===== src/rtl/gerador_padroes_bits_1.sv =====
// Enumerates every WIDTH-bit pattern with exactly K ones, in ascending order,
// over a valid/ready stream. Define GERADOR_TOTAL_EN to add the per-run beat counter 'total'.
//
// state | meaning
// IDLE  | waiting for start; no beat presented
// GERA  | presenting saida; advances on each valid && ready handshake
module gerador_padroes_bits_1 #(
    parameter int WIDTH = 8,
    parameter int CW    = $clog2(WIDTH + 1)
) (
    input  logic             clk,
    input  logic             reset,
    input  logic             start,
    input  logic [CW-1:0]    quant_um,
    output logic             busy,
    output logic [WIDTH-1:0] saida,
    output logic             valid,
    input  logic             ready,
    output logic             last,
    output logic             erro
`ifdef GERADOR_TOTAL_EN
    ,
    output logic [WIDTH:0]   total
`endif
);

    typedef enum logic {
        IDLE = 1'b0,
        GERA = 1'b1
    } estado_t;

    localparam logic [CW-1:0] K_MAX = CW'(WIDTH);

    estado_t          state_q, state_d;
    logic [WIDTH-1:0] saida_q, saida_d;
    logic [CW-1:0]    k_q, k_d;
    logic             valid_q, valid_d;
    logic             busy_q, busy_d;
    logic             last_q, last_d;
    logic             erro_q, erro_d;
    logic [WIDTH:0]   total_q, total_d;
    logic [WIDTH-1:0] prox;

    // Smallest K-ones value: K ones packed at the bottom.
    function automatic logic [WIDTH-1:0] menor(input logic [CW-1:0] k);
        logic [WIDTH:0] ones;
        ones = ({{WIDTH{1'b0}}, 1'b1} << k) - {{WIDTH{1'b0}}, 1'b1};
        return ones[WIDTH-1:0];
    endfunction

    // Largest K-ones value: K ones packed at the top.
    function automatic logic [WIDTH-1:0] maior(input logic [CW-1:0] k);
        logic [WIDTH:0] ones;
        logic [WIDTH:0] sh;
        ones = ({{WIDTH{1'b0}}, 1'b1} << k) - {{WIDTH{1'b0}}, 1'b1};
        sh   = ones << (K_MAX - k);
        return sh[WIDTH-1:0];
    endfunction

    // Next larger value with the same popcount. Add the lowest set bit to ripple
    // the lowest run of ones upward, then refill the dropped ones at the bottom.
    // The division of the classic formulation is a shift by the trailing-zero count.
    function automatic logic [WIDTH-1:0] sucessor(input logic [WIDTH-1:0] x);
        logic [WIDTH:0]  xe;
        logic [WIDTH:0]  c;
        logic [WIDTH:0]  r;
        logic [WIDTH:0]  dif;
        logic [WIDTH:0]  nxt;
        logic [CW-1:0]   tz;
        tz = '0;
        for (int i = WIDTH - 1; i >= 0; i--) begin
            if (x[i]) begin
                tz = CW'(i);
            end
        end
        xe  = {1'b0, x};
        c   = {{WIDTH{1'b0}}, 1'b1} << tz;
        r   = xe + c;
        dif = ((xe ^ r) >> tz) >> 2;
        nxt = r | dif;
        return nxt[WIDTH-1:0];
    endfunction

    always_comb begin
        state_d = state_q;
        saida_d = saida_q;
        k_d     = k_q;
        valid_d = valid_q;
        busy_d  = busy_q;
        last_d  = last_q;
        erro_d  = 1'b0;
        total_d = total_q;
        prox    = saida_q;

        case (state_q)
            IDLE: begin
                if (start) begin
                    if (quant_um <= K_MAX) begin
                        state_d = GERA;
                        saida_d = menor(quant_um);
                        k_d     = quant_um;
                        valid_d = 1'b1;
                        busy_d  = 1'b1;
                        last_d  = (quant_um == '0) || (quant_um == K_MAX);
                        total_d = '0;
                    end else begin
                        erro_d = 1'b1;
                    end
                end
            end
            GERA: begin
                if (valid_q && ready) begin
                    total_d = total_q + {{WIDTH{1'b0}}, 1'b1};
                    if (last_q) begin
                        state_d = IDLE;
                        valid_d = 1'b0;
                        busy_d  = 1'b0;
                        last_d  = 1'b0;
                    end else begin
                        prox    = sucessor(saida_q);
                        saida_d = prox;
                        last_d  = (prox == maior(k_q));
                    end
                end
            end
            default: begin
                state_d = IDLE;
            end
        endcase
    end

    always_ff @(posedge clk) begin
        if (!reset) begin
            state_q <= IDLE;
            saida_q <= '0;
            k_q     <= '0;
            valid_q <= 1'b0;
            busy_q  <= 1'b0;
            last_q  <= 1'b0;
            erro_q  <= 1'b0;
            total_q <= '0;
        end else begin
            state_q <= state_d;
            saida_q <= saida_d;
            k_q     <= k_d;
            valid_q <= valid_d;
            busy_q  <= busy_d;
            last_q  <= last_d;
            erro_q  <= erro_d;
            total_q <= total_d;
        end
    end

    assign busy  = busy_q;
    assign saida = saida_q;
    assign valid = valid_q;
    assign last  = last_q;
    assign erro  = erro_q;

`ifdef GERADOR_TOTAL_EN
    assign total = total_q;
`else
    logic unused_total;
    assign unused_total = ^total_q;
`endif

endmodule


===== config.mk =====
export PLATFORM = sky130hd
export DESIGN_NAME = gerador_padroes_bits_1
export DESIGN_NICKNAME = d
export VERILOG_FILES = /design/src/rtl/gerador_padroes_bits_1.sv
export SDC_FILE = /design/constraint.sdc
export NUM_CORES = 1
export LEC_CHECK = 0
export BUFFER_PORTS_ARGS = -buffer_cell sky130_fd_sc_hd__buf_2
export CAP_MARGIN = 40
export CORE_MARGIN = 2
export CORE_UTILIZATION = 30
export CTS_BUF_LIST = sky130_fd_sc_hd__clkbuf_8 sky130_fd_sc_hd__clkbuf_16
export DETAILED_ROUTE_END_ITERATION = 8
export GPL_TIMING_DRIVEN = 0
export SLEW_MARGIN = 20
export SYNTH_ARGS = -nofsm -noshare
export SYNTH_HDL_FRONTEND = slang
export SYNTH_SLANG_ARGS = --single-unit

===== constraint.sdc =====
create_clock -name clk -period 10.7 [get_ports clk]
set_input_delay 2.14 -clock clk [delete_from_list [all_inputs] [get_ports clk]]
set_output_delay 2.14 -clock clk [all_outputs]
set_load 0.01 [all_outputs]

Word-level counts from Yosys, hierarchy flattened
Index checks and enable logic that the tools add are counted.
{"block": "totals", "ff_bits": 16, "inputBits": 8, "out_inout_bits": 12}
{"block": "classes", "add_sub_neg": 4, "order_cmp": 1, "n_eq_ne": 7, "n_shift": 5, "muxes": 32, "bitwise_logic": 5, "reduce_logical": 8}
{"cell": "$mux W4", "count": 10}
{"cell": "$mux W8", "count": 4}
{"cell": "$shl A1 B4 Y9 const A", "count": 2}
{"cell": "$pmux W8 S2", "count": 1}
{"cell": "$mux W1", "count": 13}
{"cell": "$add A8 B9 Y9", "count": 1}
{"cell": "$shl A9 B4 Y8", "count": 1}
{"cell": "$shr A9 B4 Y9", "count": 1}
{"cell": "$sub A9 B1 Y9 const B", "count": 1}
{"cell": "$xor A8 B9 Y9", "count": 1}
{"cell": "$eq A8 B8 Y1", "count": 1}
{"cell": "$or A8 B7 Y8", "count": 1}
{"cell": "$reduce_and A4 Y1", "count": 2}
{"cell": "$shl A1 B4 Y8 const A", "count": 1}
{"cell": "$sub A8 B1 Y8 const B", "count": 1}
{"cell": "$ne A2 B2 Y1 const B", "count": 3}
{"cell": "$pmux W1 S2", "count": 3}
{"cell": "$reduce_and A3 Y1", "count": 2}
{"cell": "$eq A4 B4 Y1 const B", "count": 1}
{"cell": "$le A4 B4 Y1 const B", "count": 1}
{"cell": "$logic_not A4 Y1", "count": 1}
{"cell": "$ne A2 B1 Y1 const B", "count": 2}
{"cell": "$sub A4 B4 Y4 const A", "count": 1}
{"cell": "$mux W3", "count": 1}
{"cell": "other kinds (4)", "count": 6}

Longest topological paths before layout
Gate-level depths: netlist of the first run.
{"block": "depth", "depth_word": 20, "mapped_depth": 19}

Worst setup path before layout of the first run
Ideal clock, no wire load.
{"block": "synth_timing", "path_type": "flip-flop to flip-flop", "start": "register saida_q[7] (netlist: saida[7])", "end": "register last_q (netlist: last)", "setup_time_ns": 0.124, "arrival_time_ns": 3.825, "t_required_ns": 10.576, "path_slack_ns": 6.751, "path_stages_with_launch": 18, "synth_period_minus_slack_ns": 3.949, "cell_sequence": "dfxtp_1 > buf_2 > nand2b_1 > a221o_1 > buf_6 > a21oi_2 > nor2_1 > ha_1 > buf_2 > a21o_1 > a21oi_1 > or4b_1 > and2_1 > a31o_2 > o211a_1 > a22o_1 > nor3_1 > o31ai_1"}
{"block": "synth_via", "elab_chain_len": 20}
{"element": "from (decl)", "line_no": "35", "text": "logic [WIDTH-1:0] saida_q, saida_d;"}
{"element": "from (signal assigned)", "line_no": "144", "text": "saida_q <= saida_d;"}
{"element": "$mux W3", "line_no": "72", "text": "if (x[i]) begin"}
{"element": "$mux W4 (7 in a row)", "line_no": "72"}
{"element": "$mux W4", "line_no": "114", "text": "if (last_q) begin"}
{"element": "$mux W4", "line_no": "112", "text": "if (valid_q && ready) begin"}
{"element": "$mux W4", "line_no": "95", "text": "case (state_q)"}
{"element": "$shl A1 B4 Y9", "line_no": "77", "text": "c = {{WIDTH{1'b0}}, 1'b1} << tz;"}
{"element": "$add A8 B9 Y9", "line_no": "78", "text": "r = xe + c;"}
{"element": "$xor A8 B9 Y9", "line_no": "79", "text": "dif = ((xe ^ r) >> tz) >> 2;"}
{"element": "$shr A9 B4 Y9", "line_no": "79"}
{"element": "$or A8 B7 Y8 *", "line_no": "80", "text": "nxt = r | dif;"}
{"element": "$eq A8 B8 Y1 *", "line_no": "122", "text": "last_d = (prox == maior(k_q));"}
{"element": "$mux W1 *", "line_no": "114"}
{"element": "$mux W1 *", "line_no": "112"}
{"element": "$pmux W1 S2 *", "line_no": "95"}
{"element": "to (signal assigned)", "line_no": "148", "text": "last_q <= last_d;"}
{"element": "to (decl)", "line_no": "39", "text": "logic last_q, last_d;"}
Every way passes the cells marked *; elsewhere a longest branch is shown, timed or not. The select of a mux whose other input is x is not followed.
A chain may end at the register's enable or synchronous reset.

Worst setup path in the final report of the first run
{"block": "layout_timing", "start": "register saida_q[3] (netlist: saida[3])", "end": "register last_q (netlist: last)"}
{"block": "layout_via", "elab_chain_len": 16}
{"element": "$mux W4 (4 in a row)", "line_no": "72"}
{"element": "$mux W4", "line_no": "114"}
{"element": "$mux W4", "line_no": "112"}
{"element": "$mux W4", "line_no": "95"}
{"element": "$shl A1 B4 Y9", "line_no": "77"}
{"element": "$add A8 B9 Y9", "line_no": "78"}
{"element": "$xor A8 B9 Y9", "line_no": "79"}
{"element": "$shr A9 B4 Y9", "line_no": "79"}
{"element": "$or A8 B7 Y8 *", "line_no": "80"}
{"element": "$eq A8 B8 Y1 *", "line_no": "122"}
{"element": "$mux W1 *", "line_no": "114"}
{"element": "$mux W1 *", "line_no": "112"}
{"element": "$pmux W1 S2 *", "line_no": "95"}
Marked as above.

==> results.json, run 1 <==
{
  "floorplan.rows": 34,
  "finalWeightedCongestion": 0.9641,
  "fmax_ghz": 0.2155,
  "grt_antenna_before_repair": 0,
  "worstSetupStartpoint": "saida[3]",
  "detailed_place_hpwl_um": 5796,
  "tightest_slew_ns": 0.6429,
  "cts_tree": "built",
  "core_region_area_mm2": 0.008593,
  "finalHoldViolCount": 0,
  "synth_top_flop_cell": "sky130_fd_sc_hd__dfxtp_1",
  "post_synthesis_xor_xnor_area_fraction_pct": 9.704,
  "synthDominantAreaCellType": "sky130_fd_sc_hd__dfxtp_1",
  "detail_route.first_pass.iterations": 4,
  "synth_cell_type_count": 72,
  "clock_latency_ns": 0.25,
  "clockBufferDepth": 2,
  "post_cts_resized": 0,
  "timing.final.setup_violations": 0,
  "floorplan.io_pins": 20,
  "synth.cell_area_mm2": 0.002618,
  "grt_pass1_wl_um": 11970,
  "clock_tree.htree_level_count": 1,
  "r2r_slack_ns": 6.06,
  "areaGrowthSynthToFinish_pct": 10.37,
  "peakVddDrop_mv": 0.03397,
  "powerDensity_mw_per_mm2": 129.5,
  "critical_path.slowest_cell": "sky130_fd_sc_hd__dfxtp_1",
  "post_drt_wl_per_cell_um": 15.45,
  "drive_gt1_share_pct": 12.74,
  "initial_core_util_pct": 30.46,
  "post-route-min-period_ns": 4.639,
  "mappedNetlistNets": 372,
  "post-cts-setup-buffers": 0,
  "first_iter_violations": 187,
  "post_synth_and_or_nand_nor_area_fraction_pct": 24.52,
  "route.final.wire_length_um": 7369,
  "timing.critical_path.fanout_max": 9,
  "grt_start_max_net_pins": 11,
  "fp.dieW_um": 97.41,
  "rr_endpoint": "last",
  "path_class_of_the_lowest_slack_min_delay_path": "register to register",
  "avgSynthCellArea_um2": 7.543,
  "root_buffer": "sky130_fd_sc_hd__clkbuf_8",
  "groute.usage.overall_pct": 14.83,
  "worst-endpoint-arrival_ns": 4.78,
  "total_power_w": 0.0003741,
  "post_drt_via_cell_ratio": 5.692,
  "fin_skew_ns": 0.001252,
  "sequential_standard_cell_area_um2": 320.3,
  "synthMostInstantiatedCell": "sky130_fd_sc_hd__nor2_1",
  "postSynthRegisterBits": 16,
  "yosys.area.top_type_share_pct": 12.24,
  "tns_ns": 0,
  "worstRegToRegCells": 17,
  "combinational_family_with_the_most_area_after_synthesis": "compound AO/OA/AOI/OAI gates",
  "synth_warn": 0,
  "first_global_vias": 2455,
  "end_kind": "register",
  "drc": 0,
  "finalMaxSlewViolations": 0,
  "synthAdderAreaFrac_pct": 8.413,
  "route.antenna.remaining_nets": 0,
  "die-height_um": 97.41,
  "layout_worst_path_cycle_share_pct": 43.36,
  "cpPeakStageDelay_ns": 0.51,
  "multi_input_comb_area_mm2": 0.002132,
  "tritoncts_num_sinks": 16,
  "ys_top_cells_by_count": "sky130_fd_sc_hd__nor2_1, sky130_fd_sc_hd__a21oi_1, sky130_fd_sc_hd__nand2_1, sky130_fd_sc_hd__dfxtp_1, sky130_fd_sc_hd__ha_1",
  "timing.max_cap.violations": 0,
  "n_fill_cell": 934,
  "timing.critical_path.cells": "inv_1, a221o_1, buf_6, a21oi_2, nor2_1, ha_1, buf_2, and3_1, a221oi_2, o221a_1, buf_6, xnor2_1, a21oi_1, a211oi_1, nor4_1, a211oi_1, o31ai_1",
  "number_of_enable_type_register_cells_in_the_synthesized_netlist": 0,
  "maxSlewHeadroom_pct": 56.81,
  "grt-ovfl-total": 0,
  "synth_mux_area_share_pct": 5.306,
  "numCtsBuffers": 3,
  "critical_path.endpoint": "last",
  "rsz0062_at_grt": "no",
  "layout.nets": 396,
  "synth.top_cells.by_area": "sky130_fd_sc_hd__dfxtp_1, sky130_fd_sc_hd__ha_1, sky130_fd_sc_hd__nor2_1, sky130_fd_sc_hd__a21oi_1, sky130_fd_sc_hd__xnor2_1",
  "num_vias": 2715,
  "io_buffer_count": 19,
  "worstSetupPathType": "register to register",
  "status": "finished, final reports clean",
  "clkSlewWorstSetupHoldPaths_ns": 0.06,
  "synth-compound-area-share_pct": 33.51,
  "antenna_cells": 0,
  "synth_seq_area_share_pct": 12.24,
  "crit_required_ns": 10.84,
  "leakagePower_nw": 1.229,
  "postSynth.asyncResetShare_pct": 0,
  "netlist_instances": 347,
  "r2r_start": "saida[3]",
  "floorplan.die_area_mm2": 0.009488,
  "holdBufCountCts": 0,
  "critPathLaunchType": "register"
}
-- how the worst min path moves through the flow --
stage               start   end  cells after the start
floorplan            busy  busy                      2
global placement     busy  busy                      2
detailed placement   busy  busy                      2
CTS                  busy  busy                      2
global route         busy  busy                      2
finish               busy  busy                      2
-- state kept, by name, indices dropped and copies added, names as in the netlist --
name,count
busy,1
erro,1
k_q,4
last,1
saida,8
state_q,1
-- worst max-delay path: cells and delay by family (launching register included) --
family,cells,cell delay [ns]
AOI/OAI and AO/OA,8,2.45
buffers and inverters,4,0.60
and+or+nand+nor,3,0.52
DFF,1,0.51
adders and majority gates,1,0.31
xor gates and xnor gates,1,0.12
-- through the flow --
stage / area (um2) / hold slack, ns / util (%) / worst slack, ns / instances
global route: 2889 / 0.5674 / 33.62 / 5.718 / 477
finish: 2889 / 0.5184 / 33.62 / 6.061 / 477
CTS: 2889 / 0.5242 / 33.62 / 6.089 / 477
global placement: 2848 / 0.4924 / 33.14 / 6.180 / 474
detailed placement: 2848 / 0.5168 / 33.14 / 6.090 / 474
floorplan: 2618 / 0.5165 / - / 6.751 / 347
-- logic make-up after synthesis --
group	count (synthesis)
adders and majority gates	17
buffers and inverters	36
DFF	16
xor gates and xnor gates	21
and+or+nand+nor	127
AOI/OAI and AO/OA	118
muxes	12
-- cells in the final DEF (no fill, tap or decap), types with 3 or more instances in the layout --
cell	synthesis	final
sky130_fd_sc_hd__nor2_1	36	36
sky130_fd_sc_hd__nand2_1	25	25
sky130_fd_sc_hd__a21oi_1	25	25
sky130_fd_sc_hd__buf_2	3	22
sky130_fd_sc_hd__ha_1	16	16
sky130_fd_sc_hd__dfxtp_1	16	16
sky130_fd_sc_hd__o21ai_0	15	15
sky130_fd_sc_hd__inv_1	13	13
sky130_fd_sc_hd__nor3_1	13	13
sky130_fd_sc_hd__a211oi_1	13	13
sky130_fd_sc_hd__clkbuf_1	12	12
sky130_fd_sc_hd__xnor2_1	12	12
sky130_fd_sc_hd__a21o_1	11	11
sky130_fd_sc_hd__nand3_1	9	9
sky130_fd_sc_hd__mux2i_1	9	9
sky130_fd_sc_hd__nor2b_1	7	7
sky130_fd_sc_hd__nor4_1	6	6
sky130_fd_sc_hd__nand2b_1	5	5
sky130_fd_sc_hd__or3_1	5	5
sky130_fd_sc_hd__o21a_1	5	5
sky130_fd_sc_hd__o31ai_1	4	4
sky130_fd_sc_hd__xor2_1	4	4
sky130_fd_sc_hd__o211ai_1	4	4
sky130_fd_sc_hd__xnor3_1	4	4
sky130_fd_sc_hd__a22oi_1	4	4
sky130_fd_sc_hd__buf_6	3	3
sky130_fd_sc_hd__and3_1	3	3
sky130_fd_sc_hd__buf_1	3	3
sky130_fd_sc_hd__or2_2	3	3
sky130_fd_sc_hd__a22o_1	3	3
sky130_fd_sc_hd__a2111oi_0	3	3
sky130_fd_sc_hd__a31oi_1	3	3
sky130_fd_sc_hd__nand4_1	3	3
sky130_fd_sc_hd__clkbuf_8	0	3
-- power breakdown --
| group | switching, W | total (W) | internal (W) |
|---|---|---|---|
| registers | 0.00000841 | 0.0000724 | 0.0000640 |
| logic | 0.000149 | 0.000256 | 0.000106 |
| clock network | 0.0000209 | 0.0000459 | 0.0000250 |
| total | 0.000179 | 0.000374 | 0.000195 |
-- area by class of cell --
| type | instances | share of cell area [%] |
|---|---|---|
| inverter | 14 | 1.819 |
| multi-input combinational | 295 | 73.80 |
| timing repair buffer | 19 | 3.291 |
| buffer | 22 | 3.898 |
| tap | 108 | 4.677 |
| clock buffer | 3 | 1.429 |
| sequential | 16 | 11.09 |
-- layer usage --
| metal | global-route usage, % | share of wire, % | wire length, um | up-vias |
|---|---|---|---|---|
| li1 | - | - | - | 1354 |
| met1 | 20.76 | 47 | 3463 | 1268 |
| met2 | 25.20 | 48 | 3521 | 82 |
| met3 | 0.8633 | 4.0 | 294 | 11 |
| met4 | 3.205 | 1.2 | 89 | 0 |
| met5 | 0 | 0 | 0 | - |
Power figures use the tool's default switching activity.
==> run 2: changes to the inputs <==
ABC_AREA = 1   (was not set)
clock period = 4.86 ns   (was 10.7 ns; I/O delays follow)
==> run 2 against run 1 <==
  * Sequential power increased by 130%
  * First-iteration DRC count is 29% lower
  * Final cell count up 16%
==> results.json, run 2 <==
{
  "floorplan.io_pins": 20,
  "fin_skew_ns": 0.001876,
  "sequential_standard_cell_area_um2": 320.3,
  "holdBufCountCts": 0,
  "critPathLaunchType": "register",
  "synth.cell_area_mm2": 0.002415,
  "clock_tree.htree_level_count": 1,
  "post_drt_via_cell_ratio": 4.942,
  "grt-ovfl-total": 0,
  "timing.critical_path.fanout_max": 10,
  "finalHoldViolCount": 0,
  "number_of_enable_type_register_cells_in_the_synthesized_netlist": 0,
  "grt_antenna_before_repair": 0,
  "synth_mux_area_share_pct": 0,
  "detail_route.first_pass.iterations": 4,
  "initial_core_util_pct": 31.09,
  "critical_path.slowest_cell": "sky130_fd_sc_hd__dfxtp_1",
  "avgSynthCellArea_um2": 5.629,
  "root_buffer": "sky130_fd_sc_hd__clkbuf_8",
  "first_iter_violations": 133,
  "worstSetupPathType": "register to register",
  "synthDominantAreaCellType": "sky130_fd_sc_hd__nand2_1",
  "r2r_start": "saida[6]",
  "drive_gt1_share_pct": 12.61,
  "post-cts-setup-buffers": 0,
  "powerDensity_mw_per_mm2": 358.3,
  "fp.dieW_um": 93.72,
  "postSynthRegisterBits": 16,
  "tightest_slew_ns": 0.4432,
  "grt_pass1_wl_um": 11410,
  "maxSlewHeadroom_pct": 70.45,
  "crit_required_ns": 5.06,
  "tritoncts_num_sinks": 16,
  "layout_worst_path_cycle_share_pct": 76.06,
  "fmax_ghz": 0.2705,
  "detailed_place_hpwl_um": 5415,
  "synthMostInstantiatedCell": "sky130_fd_sc_hd__nand2_1",
  "num_vias": 2738,
  "finalMaxSlewViolations": 0,
  "clock_latency_ns": 0.25,
  "end_kind": "register",
  "floorplan.rows": 32,
  "synth_seq_area_share_pct": 13.26,
  "yosys.area.top_type_share_pct": 19.59,
  "synth_cell_type_count": 40,
  "floorplan.die_area_mm2": 0.008783,
  "areaGrowthSynthToFinish_pct": 11.50,
  "rsz0062_at_grt": "no",
  "ys_top_cells_by_count": "sky130_fd_sc_hd__nand2_1, sky130_fd_sc_hd__inv_1, sky130_fd_sc_hd__nand3_1, sky130_fd_sc_hd__nor2_1, sky130_fd_sc_hd__a21oi_1",
  "post_drt_wl_per_cell_um": 11.76,
  "n_fill_cell": 899,
  "crit_top_cell": "sky130_fd_sc_hd__nand2_1",
  "status": "finished, final reports clean",
  "largest_register_ffs": 8,
  "worst-endpoint-arrival_ns": 3.89,
  "worstHoldStart": "busy",
  "synth.top_cells.by_area": "sky130_fd_sc_hd__nand2_1, sky130_fd_sc_hd__dfxtp_1, sky130_fd_sc_hd__nand3_1, sky130_fd_sc_hd__inv_1, sky130_fd_sc_hd__ha_1",
  "synth_top_flop_cell": "sky130_fd_sc_hd__dfxtp_1",
  "cpPeakStageDelay_ns": 0.51,
  "groute.usage.overall_pct": 15.60,
  "timing.max_cap.violations": 0,
  "layout.nets": 478,
  "postSynth.asyncResetShare_pct": 0,
  "clkSlewWorstSetupHoldPaths_ns": 0.06,
  "first_global_vias": 2596,
  "tns_ns": 0,
  "route.antenna.remaining_nets": 0,
  "most_common_cell_after_layout_fill_and_taps_aside": "sky130_fd_sc_hd__nand2_1",
  "numCtsBuffers": 3,
  "route.final.wire_length_um": 6514,
  "final.hold.worst_slack_ns": 0.5045,
  "final_cell_mix": "sky130_fd_sc_hd__nand2_1, sky130_fd_sc_hd__inv_1, sky130_fd_sc_hd__nand3_1, sky130_fd_sc_hd__nor2_1, sky130_fd_sc_hd__a21oi_1",
  "netlist_instances": 429,
  "grt_start_max_net_pins": 12,
  "antenna_cells": 0,
  "io_buffer_count": 19,
  "post_cts_resized": 0,
  "post_synth_and_or_nand_nor_area_fraction_pct": 47.88,
  "core_region_area_mm2": 0.007767,
  "timing.final.setup_violations": 0,
  "multi_input_comb_area_mm2": 0.001793,
  "die-height_um": 93.72,
  "finalWeightedCongestion": 0.9079,
  "clockBufferDepth": 2,
  "cts_tree": "built",
  "peakVddDrop_mv": 0.2283,
  "post-route-min-period_ns": 3.696,
  "worstSetupStartpoint": "saida[6]",
  "mappedNetlistNets": 454,
  "drc": 0,
  "post_synthesis_xor_xnor_area_fraction_pct": 3.212,
  "path_class_of_the_lowest_slack_min_delay_path": "register to register",
  "synthAdderAreaFrac_pct": 9.119,
  "synth-compound-area-share_pct": 14.04,
  "leakagePower_nw": 1.449,
  "combinational_family_with_the_most_area_after_synthesis": "simple AND/OR/NAND/NOR gates",
  "synth_warn": 0,
  "utilization_pct": 34.66
}
run 2: cell count changes in the layout (fill, tap and decap cells not counted), moves of 7 or more:
cell                       previous run  this run
sky130_fd_sc_hd__nand2_1             25       126
sky130_fd_sc_hd__nand3_1              9        60
sky130_fd_sc_hd__inv_1               13        60
sky130_fd_sc_hd__a211oi_1            13         0
sky130_fd_sc_hd__xnor2_1             12         1
sky130_fd_sc_hd__a21o_1              11         1
sky130_fd_sc_hd__clkbuf_1            12         2
sky130_fd_sc_hd__mux2i_1              9         0
sky130_fd_sc_hd__nand2_2              0         9
sky130_fd_sc_hd__nor3_1              13         4
sky130_fd_sc_hd__nor2b_1              7         0
run 2: cell families (layout without fill, tap and decap cells):
group	count (synthesis)	in the layout
xor+xnor	8	8
compound gates	56	56
flops	16	16
buf+inv	74	97
simple gates	258	258
fa+ha+maj	17	17
run 2: final timing paths:
path,depth (start not counted),slack [ns],end
setup / recovery,31,1.16,last
hold / removal,2,0.50,busy
setup reg to reg,31,1.16,last
hold reg to reg,2,0.50,busy
run 2: area by class of cell:
cell class                      instances  area share [%]
Multi-Input combinational cell        339           66.59
Sequential cell                        16           11.90
Inverter                               67           9.340
Tap cell                              102           4.740
Timing Repair Buffer                   19           3.532
Clock buffer                            4           2.045
Buffer                                  7           1.859
run 2: routing by layer:
metal | routed length [um] | global-route usage [%] | vias up | share of wire (%)
met5 | 0 | 0 | - | 0
met4 | 93 | 4.227 | 0 | 1.4
met3 | 293 | 1.284 | 11 | 4.5
met2 | 2981 | 27.14 | 59 | 46
met1 | 3147 | 20.63 | 1227 | 48
li1 | - | - | 1441 | -
run 2: power breakdown:
| part | total, W | internal, W | switching [W] |
|---|---|---|---|
| Sequential | 0.000169 | 0.000145 | 0.0000241 |
| Combinational | 0.000675 | 0.000235 | 0.000441 |
| Clock | 0.000120 | 0.0000720 | 0.0000480 |
| Total | 0.000965 | 0.000452 | 0.000513 |
run 2: worst max-delay path: cells and delay by family, from the launching register on:
kind	cells	cell delay, ns
fa+ha+maj	2	0.62
flops	1	0.51
xor+xnor	1	0.24
compound gates	1	0.20
buf+inv	3	0.22
simple gates	24	1.87
run 2: stage by stage:
stage          cell area [um2]  setup slack, ns  total power [W]  instances
2_1_floorplan             2415            1.782        0.0006926        429
3_3_place_gp              2638            1.199        0.0008363        550
3_5_place_dp              2638            1.195        0.0008428        550
4_1_cts                   2693            1.179        0.0009638        554
5_1_grt                   2693           0.6652         0.001077        554
6_report                  2693            1.164        0.0009648        554
